## src/rtl/srv_mem_pkg.sv

```systemverilog
// Shared types and helpers for the two-port memory arbiter.
// Line/word geometry, arbiter states and request payloads.
package srv_mem_pkg;

   localparam int unsigned LINE_W         = 128;
   localparam int unsigned WORD_W         = 32;
   localparam int unsigned WORDS_PER_LINE = LINE_W / WORD_W;
   localparam int unsigned ADDR_W         = 32;
   localparam int unsigned BE_W           = WORD_W / 8;
   localparam int unsigned STRB_W         = LINE_W / 8;

   typedef enum logic [1:0] {
      IDLE,
      BUSY_I,
      BUSY_D
   } arb_state_t;

   // Request as presented on the memory port
   typedef struct packed {
      logic                we;
      logic [ADDR_W-1:0]   addr;
      logic [LINE_W-1:0]   wdata;
      logic [STRB_W-1:0]   wstrb;
   } mem_req_t;

   // Request as captured from a requester port
   typedef struct packed {
      logic                we;
      logic [ADDR_W-1:0]   addr;
      logic [WORD_W-1:0]   wdata;
      logic [BE_W-1:0]     be;
   } port_req_t;

   function automatic logic [WORD_W-1:0] word_sel(input logic [LINE_W-1:0] line,
                                                  input logic [1:0]        off);
      return line[{off, 5'd0} +: WORD_W];
   endfunction

   function automatic logic [STRB_W-1:0] strb_place(input logic [BE_W-1:0] be,
                                                    input logic [1:0]      off);
      return STRB_W'(be) << {off, 2'b00};
   endfunction

endpackage

```

## src/rtl/srv_mem_req_latch.sv

```systemverilog
// Per-port request capture: pending flag plus latched request fields.
// New pulses are dropped while the port already has a request pending or in flight.
module srv_mem_req_latch
   import srv_mem_pkg::*;
(
   input  logic      clk,
   input  logic      rst,
   input  logic      req,
   input  port_req_t fields_in,
   input  logic      busy,
   input  logic      clear,
   output logic      pend,
   output port_req_t fields
);

   always_ff @(posedge clk or posedge rst) begin
      if (rst) begin
         pend   <= 1'b0;
         fields <= '0;
      end else if (clear) begin
         pend <= 1'b0;
      end else if (req && !pend && !busy) begin
         pend   <= 1'b1;
         fields <= fields_in;
      end
   end

endmodule

```

## src/rtl/srv_mem_arbiter.sv

```systemverilog
// Round-robin arbiter sharing one line-wide memory port between the I-refill
// and data ports, one transaction in flight, with a response timeout.
module srv_mem_arbiter
   import srv_mem_pkg::*;
#(
   parameter int unsigned TIMEOUT_CYCLES = 255,
   parameter int unsigned CNT_W          = 8
) (
   input  logic                clk,
   input  logic                rst,
   input  logic                i_req_i,
   input  logic [ADDR_W-1:0]   i_addr_i,
   output logic                i_rsp_o,
   output logic [LINE_W-1:0]   i_rdata_o,
   output logic                i_err_o,
   input  logic                d_req_i,
   input  logic                d_we_i,
   input  logic [ADDR_W-1:0]   d_addr_i,
   input  logic [WORD_W-1:0]   d_wdata_i,
   input  logic [BE_W-1:0]     d_be_i,
   output logic                d_rsp_o,
   output logic [WORD_W-1:0]   d_rdata_o,
   output logic                d_err_o,
   output logic                mem_req_o,
   output logic                mem_we_o,
   output logic [ADDR_W-1:0]   mem_addr_o,
   output logic [LINE_W-1:0]   mem_wdata_o,
   output logic [STRB_W-1:0]   mem_wstrb_o,
   input  logic                mem_rsp_i,
   input  logic [LINE_W-1:0]   mem_rdata_i
);

   localparam logic             TO_EN  = (TIMEOUT_CYCLES != 0);
   localparam logic [CNT_W-1:0] TO_VAL = CNT_W'(TIMEOUT_CYCLES);

   arb_state_t       state;
   logic             last_d;
   logic [CNT_W-1:0] cnt;
   logic [1:0]       d_off;

   logic      pend_i, pend_d;
   port_req_t lat_i, lat_d;
   port_req_t in_i_c, in_d_c;
   mem_req_t  req_i_c, req_d_c;
   logic      grant_i_c, grant_d_c;
   logic      timeout_c, done_c, busy_i_c, busy_d_c;

   // Port payloads into the capture latches
   always_comb begin
      in_i_c       = '0;
      in_i_c.addr  = i_addr_i;
      in_d_c       = '0;
      in_d_c.we    = d_we_i;
      in_d_c.addr  = d_addr_i;
      in_d_c.wdata = d_wdata_i;
      in_d_c.be    = d_be_i;
   end

   // Completion frees the port in the same cycle so a new pulse is not lost
   always_comb begin
      timeout_c = TO_EN && (cnt == TO_VAL);
      done_c    = (state != IDLE) && (mem_rsp_i || timeout_c);
      busy_i_c  = (state == BUSY_I) && !done_c;
      busy_d_c  = (state == BUSY_D) && !done_c;
   end

   srv_mem_req_latch u_lat_i (
      .clk       (clk),
      .rst       (rst),
      .req       (i_req_i),
      .fields_in (in_i_c),
      .busy      (busy_i_c),
      .clear     (grant_i_c),
      .pend      (pend_i),
      .fields    (lat_i)
   );

   srv_mem_req_latch u_lat_d (
      .clk       (clk),
      .rst       (rst),
      .req       (d_req_i),
      .fields_in (in_d_c),
      .busy      (busy_d_c),
      .clear     (grant_d_c),
      .pend      (pend_d),
      .fields    (lat_d)
   );

   // Round-robin: on a tie the port that did not win last time goes first
   always_comb begin
      grant_i_c = (state == IDLE) && pend_i && (!pend_d || last_d);
      grant_d_c = (state == IDLE) && pend_d && !grant_i_c;
   end

   // Memory-side view of each latched request
   always_comb begin
      req_i_c       = '0;
      req_i_c.addr  = lat_i.addr;
      req_d_c.we    = lat_d.we;
      req_d_c.addr  = {lat_d.addr[ADDR_W-1:2], 2'b00};
      req_d_c.wdata = {WORDS_PER_LINE{lat_d.wdata}};
      req_d_c.wstrb = lat_d.we ? strb_place(lat_d.be, lat_d.addr[1:0]) : '0;
   end

   always_ff @(posedge clk or posedge rst) begin
      if (rst) begin
         state       <= IDLE;
         last_d      <= 1'b1;
         cnt         <= '0;
         d_off       <= '0;
         mem_req_o   <= 1'b0;
         mem_we_o    <= 1'b0;
         mem_addr_o  <= '0;
         mem_wdata_o <= '0;
         mem_wstrb_o <= '0;
         i_rsp_o     <= 1'b0;
         i_err_o     <= 1'b0;
         i_rdata_o   <= '0;
         d_rsp_o     <= 1'b0;
         d_err_o     <= 1'b0;
         d_rdata_o   <= '0;
      end else begin
         mem_req_o <= 1'b0;
         i_rsp_o   <= 1'b0;
         i_err_o   <= 1'b0;
         d_rsp_o   <= 1'b0;
         d_err_o   <= 1'b0;
         unique case (state)
            IDLE: begin
               if (grant_i_c) begin
                  state     <= BUSY_I;
                  last_d    <= 1'b0;
                  cnt       <= '0;
                  mem_req_o <= 1'b1;
                  {mem_we_o, mem_addr_o, mem_wdata_o, mem_wstrb_o} <= req_i_c;
               end else if (grant_d_c) begin
                  state     <= BUSY_D;
                  last_d    <= 1'b1;
                  cnt       <= '0;
                  d_off     <= lat_d.addr[1:0];
                  mem_req_o <= 1'b1;
                  {mem_we_o, mem_addr_o, mem_wdata_o, mem_wstrb_o} <= req_d_c;
               end
            end
            BUSY_I: begin
               if (mem_rsp_i) begin
                  state     <= IDLE;
                  i_rsp_o   <= 1'b1;
                  i_rdata_o <= mem_rdata_i;
               end else if (timeout_c) begin
                  state   <= IDLE;
                  i_rsp_o <= 1'b1;
                  i_err_o <= 1'b1;
               end else if (cnt != '1) begin
                  cnt <= cnt + CNT_W'(1);
               end
            end
            BUSY_D: begin
               if (mem_rsp_i) begin
                  state   <= IDLE;
                  d_rsp_o <= 1'b1;
                  if (!mem_we_o) d_rdata_o <= word_sel(mem_rdata_i, d_off);
               end else if (timeout_c) begin
                  state   <= IDLE;
                  d_rsp_o <= 1'b1;
                  d_err_o <= 1'b1;
               end else if (cnt != '1) begin
                  cnt <= cnt + CNT_W'(1);
               end
            end
            default: state <= IDLE;
         endcase
      end
   end

endmodule

```

## config.mk

```make
export PLATFORM = sky130hd
export DESIGN_NAME = srv_mem_arbiter
export DESIGN_NICKNAME = d
export VERILOG_FILES = /design/src/rtl/srv_mem_pkg.sv /design/src/rtl/srv_mem_req_latch.sv /design/src/rtl/srv_mem_arbiter.sv
export SDC_FILE = /design/constraint.sdc
export NUM_CORES = 1
export LEC_CHECK = 0
export CAP_MARGIN = 40
export CELL_PAD_IN_SITES_DETAIL_PLACEMENT = 0
export CELL_PAD_IN_SITES_GLOBAL_PLACEMENT = 1
export CORE_AREA = 2 2 226 228
export DETAILED_ROUTE_END_ITERATION = 10
export DIE_AREA = 0 0 228 230
export PLACE_DENSITY = 0.83
export RECOVER_POWER = 25
export SYNTH_ARGS = -nofsm -noshare
export SYNTH_HDL_FRONTEND = slang
export SYNTH_SLANG_ARGS = --single-unit
```

## constraint.sdc

```tcl
create_clock -name clk -period 16.2 [get_ports clk]
set_input_delay 2.43 -clock clk [delete_from_list [all_inputs] [get_ports clk]]
set_output_delay 2.43 -clock clk [all_outputs]
set_load 0.03 [all_outputs]
```

==> impl_results.md <==
* Leakage at a little over 9 nW
* Routed via count at 10916
* Syn nets at 1391
* NumNets Final at 1862
* Largest family of logic cells by synthesized area: multiplexers
* Setup repair after global routing missed its margin: false
* Hold path endpoint: mem_addr_o[1]
* Worst Hold Depth at 2
* CP top delay family: buffers and inverters
* Post-synth top area cell: sky130_fd_sc_hd__dfrtp_1
* Critical path data required time at around 17 ns
* Horizontal extent of the die at 228 um
* Buffers on Ports at about 580
* Count of H-tree levels built during CTS at 2
* Sw Pwr at roughly 2.1 mW
* Yosys warning count at 0
* Post-CTS Resized at 0
* TritonCTS buffer count at 40
* Clock network fraction of design power at 0.170
* Failing checks: max-capacitance violations, max-slew violations
* Total of endpoints with negative setup slack in the final report at 0
* Leftover overflow at the end of global routing at 0
* Part of the total power dissipated in combinational logic at 0.518
* Reg-to-reg setup timing slack at ~12 ns
* Post-DR wirelength/cell at approximately 20 um
* Most area-consuming cells after synthesis: sky130_fd_sc_hd__dfrtp_1 (59%), sky130_fd_sc_hd__mux2_2 (19%), sky130_fd_sc_hd__buf_4 (4.7%)
* Post-detailed-route DRC marker count at 0
* Syn Inst Count at roughly 1200
* Ratio of cells with drive above 1 in the final layout at 0.233
* Critical Path Slowest Stage Cell: sky130_fd_sc_hd__clkinvlp_2
* Share of the synthesized area in compound gates (AO/OA/AOI/OAI) at 0.0454
* Main flop type after synthesis: sky130_fd_sc_hd__dfrtp_1
* Fraction of synthesized cell area taken by the top area cell type at 0.585
* Floorplan die area at around 52000 um2
* Hold Fails Final Rpt at 0
* Setup Fix Bufs, Post-CTS at 0
* Max frequency at 152 MHz
* End of the worst register-to-register path: mem_addr_o[4]
* Largest net degree at the start of global routing at ~160
* Wire length of the first global-routing pass at 71000 um
* Hold buffer count at CTS at 0
* Final RePlAce weighted congestion at approximately 0.86
* Maximum ir drop on the vdd rail at between 100 and 150 uV
* Flip-flop and latch count after synthesis at around 360
* Slew Limit Headroom at -2.68
* Placeable Area at about 50000 um2
* Share of synthesized cell area in full adder, half adder and majority cells at 0.00324
* Boundary pin count at ~580
* Critical path buffers and inverters at 4
* Leading cell type by number of instances after synthesis: sky130_fd_sc_hd__dfrtp_1
* Synthesized area divided by synthesized cell count at about 13 um2
* Number of slew-limit violations in the final report at 359
* Final Total Pwr at 5.16 mW
* Worst path cell trace: dlygate4sd3_1, clkinvlp_2, clkbuf_1, buf_16
* Highest fanout seen on the critical path at 123
* Max incr delay on CP at 3.05 ns
* Max Buffers Root-to-Sink at 3
* Clock transition at path regs at roughly 0.060 ns
* Internal at 3.05 mW
* Starting density of the core at 0.309
* Multiplexer share of the synthesized area at 0.239
* Switching part of the total power at 0.409
* Routed wire length at 46600 um
* Root buffer cell: sky130_fd_sc_hd__clkbuf_16
* Leading cell types by count after synthesis: sky130_fd_sc_hd__dfrtp_1 (361), sky130_fd_sc_hd__mux2_2 (263), sky130_fd_sc_hd__nand2_1 (143), sky130_fd_sc_hd__buf_4 (96), sky130_fd_sc_hd__clkbuf_1 (44)
* Post-synthesis sequential area ratio at 0.587
* Number of cells on the worst reg-to-reg path at 6
* Run status: complete, but fails checks
* Ratio of routed vias to standard cells at around 4.7
* Number of enable-type register cells in the synthesized netlist at 0
* Start point of the worst hold path: u_lat_i.fields[37]
* TritonCTS clock tree: built
* Clock tree sinks at 362
* Min Clock Period, post-route at ~6.6 ns
* All-layer global routing usage at 0.175
* First-pass detailed-route iteration total at 5
* Drt initial violations at about 510
* Crit path launch type: primary input
* Number of unique standard cell types used by synthesis at just over 40
* Reg2reg start: state[0]
* Source-to-sink clock delay at the later pin of the worst-skew pair at 0.56 ns
* Number of fill cells in the layout at ~4600
* Die height at 230 um
* Antenna Nets Post-Route at 0
* Critical path class: in2async
* Floorplan row count at about 80
* Setup TNS at 0 ns
* Number of antenna violations at the first check in global routing at 8
* Critical Path Sink Type: async pin
* Path class of the lowest-slack min-delay path: reg2reg
* Share of total power in sequential cells at 0.312
* Maximum Capacitance Violations at 7
* Post-synthesis share of cell area spent on xor and xnor gates at 0
* HPWL after detailed placement at around 33000 um
* Worst-Margin Slew at 5.50 ns
* Share of the clock period used by the worst path after layout at 0.405
* Max Clock Skew at between 0.015 and 0.02 ns
* Power density over the cells at ~230 nW/um2
* Post-synthesis simple-gate area fraction at 0.0576
* Arrival time at the worst endpoint at about 7.3 ns
* Async S/R FF share, synth at 1.00
* Via count of the first global-routing pass at about 11000
* Synthesized area at approximately 15000 um2
* Layout overhead on the synthesized area at 45.8%
layer usage:
| metal | vias to the layer above | wire (um) | track usage |
|---|---|---|---|
| li1 | 4896 | - | - |
| met1 | 5592 | 18900 | 0.215 |
| met2 | 340 | 23500 | 0.298 |
| met3 | 82 | 2730 | 0.0402 |
| met4 | 6 | 1450 | 0.0670 |
| met5 | - | 39 | 0 |
logic make-up after synthesis:
kind of cell	after synthesis
compound gates	109
fa+ha+maj	4
buf+inv	171
flops	362
mux	295
simple gates	212
flip-flops by register name, summed over array words and instances, names as in the netlist:
register / count
i_rdata_o: 128
u_lat_d.fields: 69
d_rdata_o: 32
mem_addr_o: 32
mem_wdata_o: 32
u_lat_i.fields: 32
mem_wstrb_o: 16
cnt: 8
d_off: 2
state: 2
d_err_o: 1
d_rsp_o: 1
i_err_o: 1
i_rsp_o: 1
last_d: 1
mem_req_o: 1
mem_we_o: 1
u_lat_d.pend: 1
u_lat_i.pend: 1
through the flow:
stage                     worst slack [ns]  area (um2)  hold WS, ns   util  instances
after global placement               11.07       21200        0.447  0.424       2249
after global routing                  8.73       22500        0.486  0.451       2326
after floorplan                       3.72       15400        0.435      -       1153
after CTS                            11.78       22500        0.470  0.452       2323
after detailed placement             11.18       21300        0.455  0.427       2254
final                                 9.64       22500        0.466  0.451       2328
layout make-up:
| type | count | area, um2 | area share |
|---|---|---|---|
| Inverter | 7 | 27.5 | 0.00122 |
| Clock buffer | 57 | 1190 | 0.0527 |
| Antenna cell | 5 | 12.5 | 0.000556 |
| Tap cell | 672 | 841 | 0.0374 |
| Sequential cell | 362 | 9060 | 0.403 |
| Clock inverter | 12 | 70.1 | 0.00311 |
| Timing Repair Buffer | 593 | 5960 | 0.265 |
| Multi-Input combinational cell | 620 | 5340 | 0.237 |
worst register-to-register path: cells and delay by family (launching register included):
family          cells  cell delay, ns
buf+inv             2            2.46
simple gates        2            0.50
flops               1            0.40
fa+ha+maj           1            0.38
compound gates      1            0.31
cell usage in the layout (no fill, tap or decap), types with 4 or more instances in the layout:
cell type	synthesis	final
sky130_fd_sc_hd__buf_16	0	4
sky130_fd_sc_hd__inv_1	7	6
sky130_fd_sc_hd__clkbuf_8	1	10
sky130_fd_sc_hd__mux4_2	32	32
sky130_fd_sc_hd__clkbuf_1	44	11
sky130_fd_sc_hd__nand2_1	143	142
sky130_fd_sc_hd__ha_1	4	4
sky130_fd_sc_hd__mux2_2	263	263
sky130_fd_sc_hd__a31oi_1	30	31
sky130_fd_sc_hd__clkbuf_16	0	41
sky130_fd_sc_hd__clkdlybuf4s50_1	0	573
sky130_fd_sc_hd__a21oi_1	42	41
sky130_fd_sc_hd__diode_2	0	5
sky130_fd_sc_hd__dfrtp_1	361	359
sky130_fd_sc_hd__nor2_1	39	39
sky130_fd_sc_hd__nor2b_1	5	5
sky130_fd_sc_hd__a32o_1	12	12
sky130_fd_sc_hd__o21ai_0	9	9
sky130_fd_sc_hd__clkinv_2	0	9
sky130_fd_sc_hd__buf_4	96	8
how the worst max path moves through the flow:
stage                         end  depth (start not counted)       from  slack (ns)
2_1_floorplan              cnt[0]                          1        rst        3.72
3_3_place_gp        i_rdata_o[27]                          4  mem_rsp_i       11.07
5_1_grt             i_rdata_o[58]                          2        rst        8.73
6_report         mem_wdata_o[102]                          4        rst        9.64
4_1_cts        u_lat_d.fields[32]                          6  mem_rsp_i       11.78
3_5_place_dp   u_lat_d.fields[32]                          6  mem_rsp_i       11.18
power by group through the flow:
stage	Combinational, mW	Sequential (mW)	Clock, mW
final	2.67	1.61	0.877
after global routing	2.82	1.67	0.946
after CTS	2.70	1.61	0.910
after detailed placement	2.69	1.63	0
after global placement	2.63	1.61	0
after floorplan	1.16	2.13	0
Power figures use the tool's default switching activity.
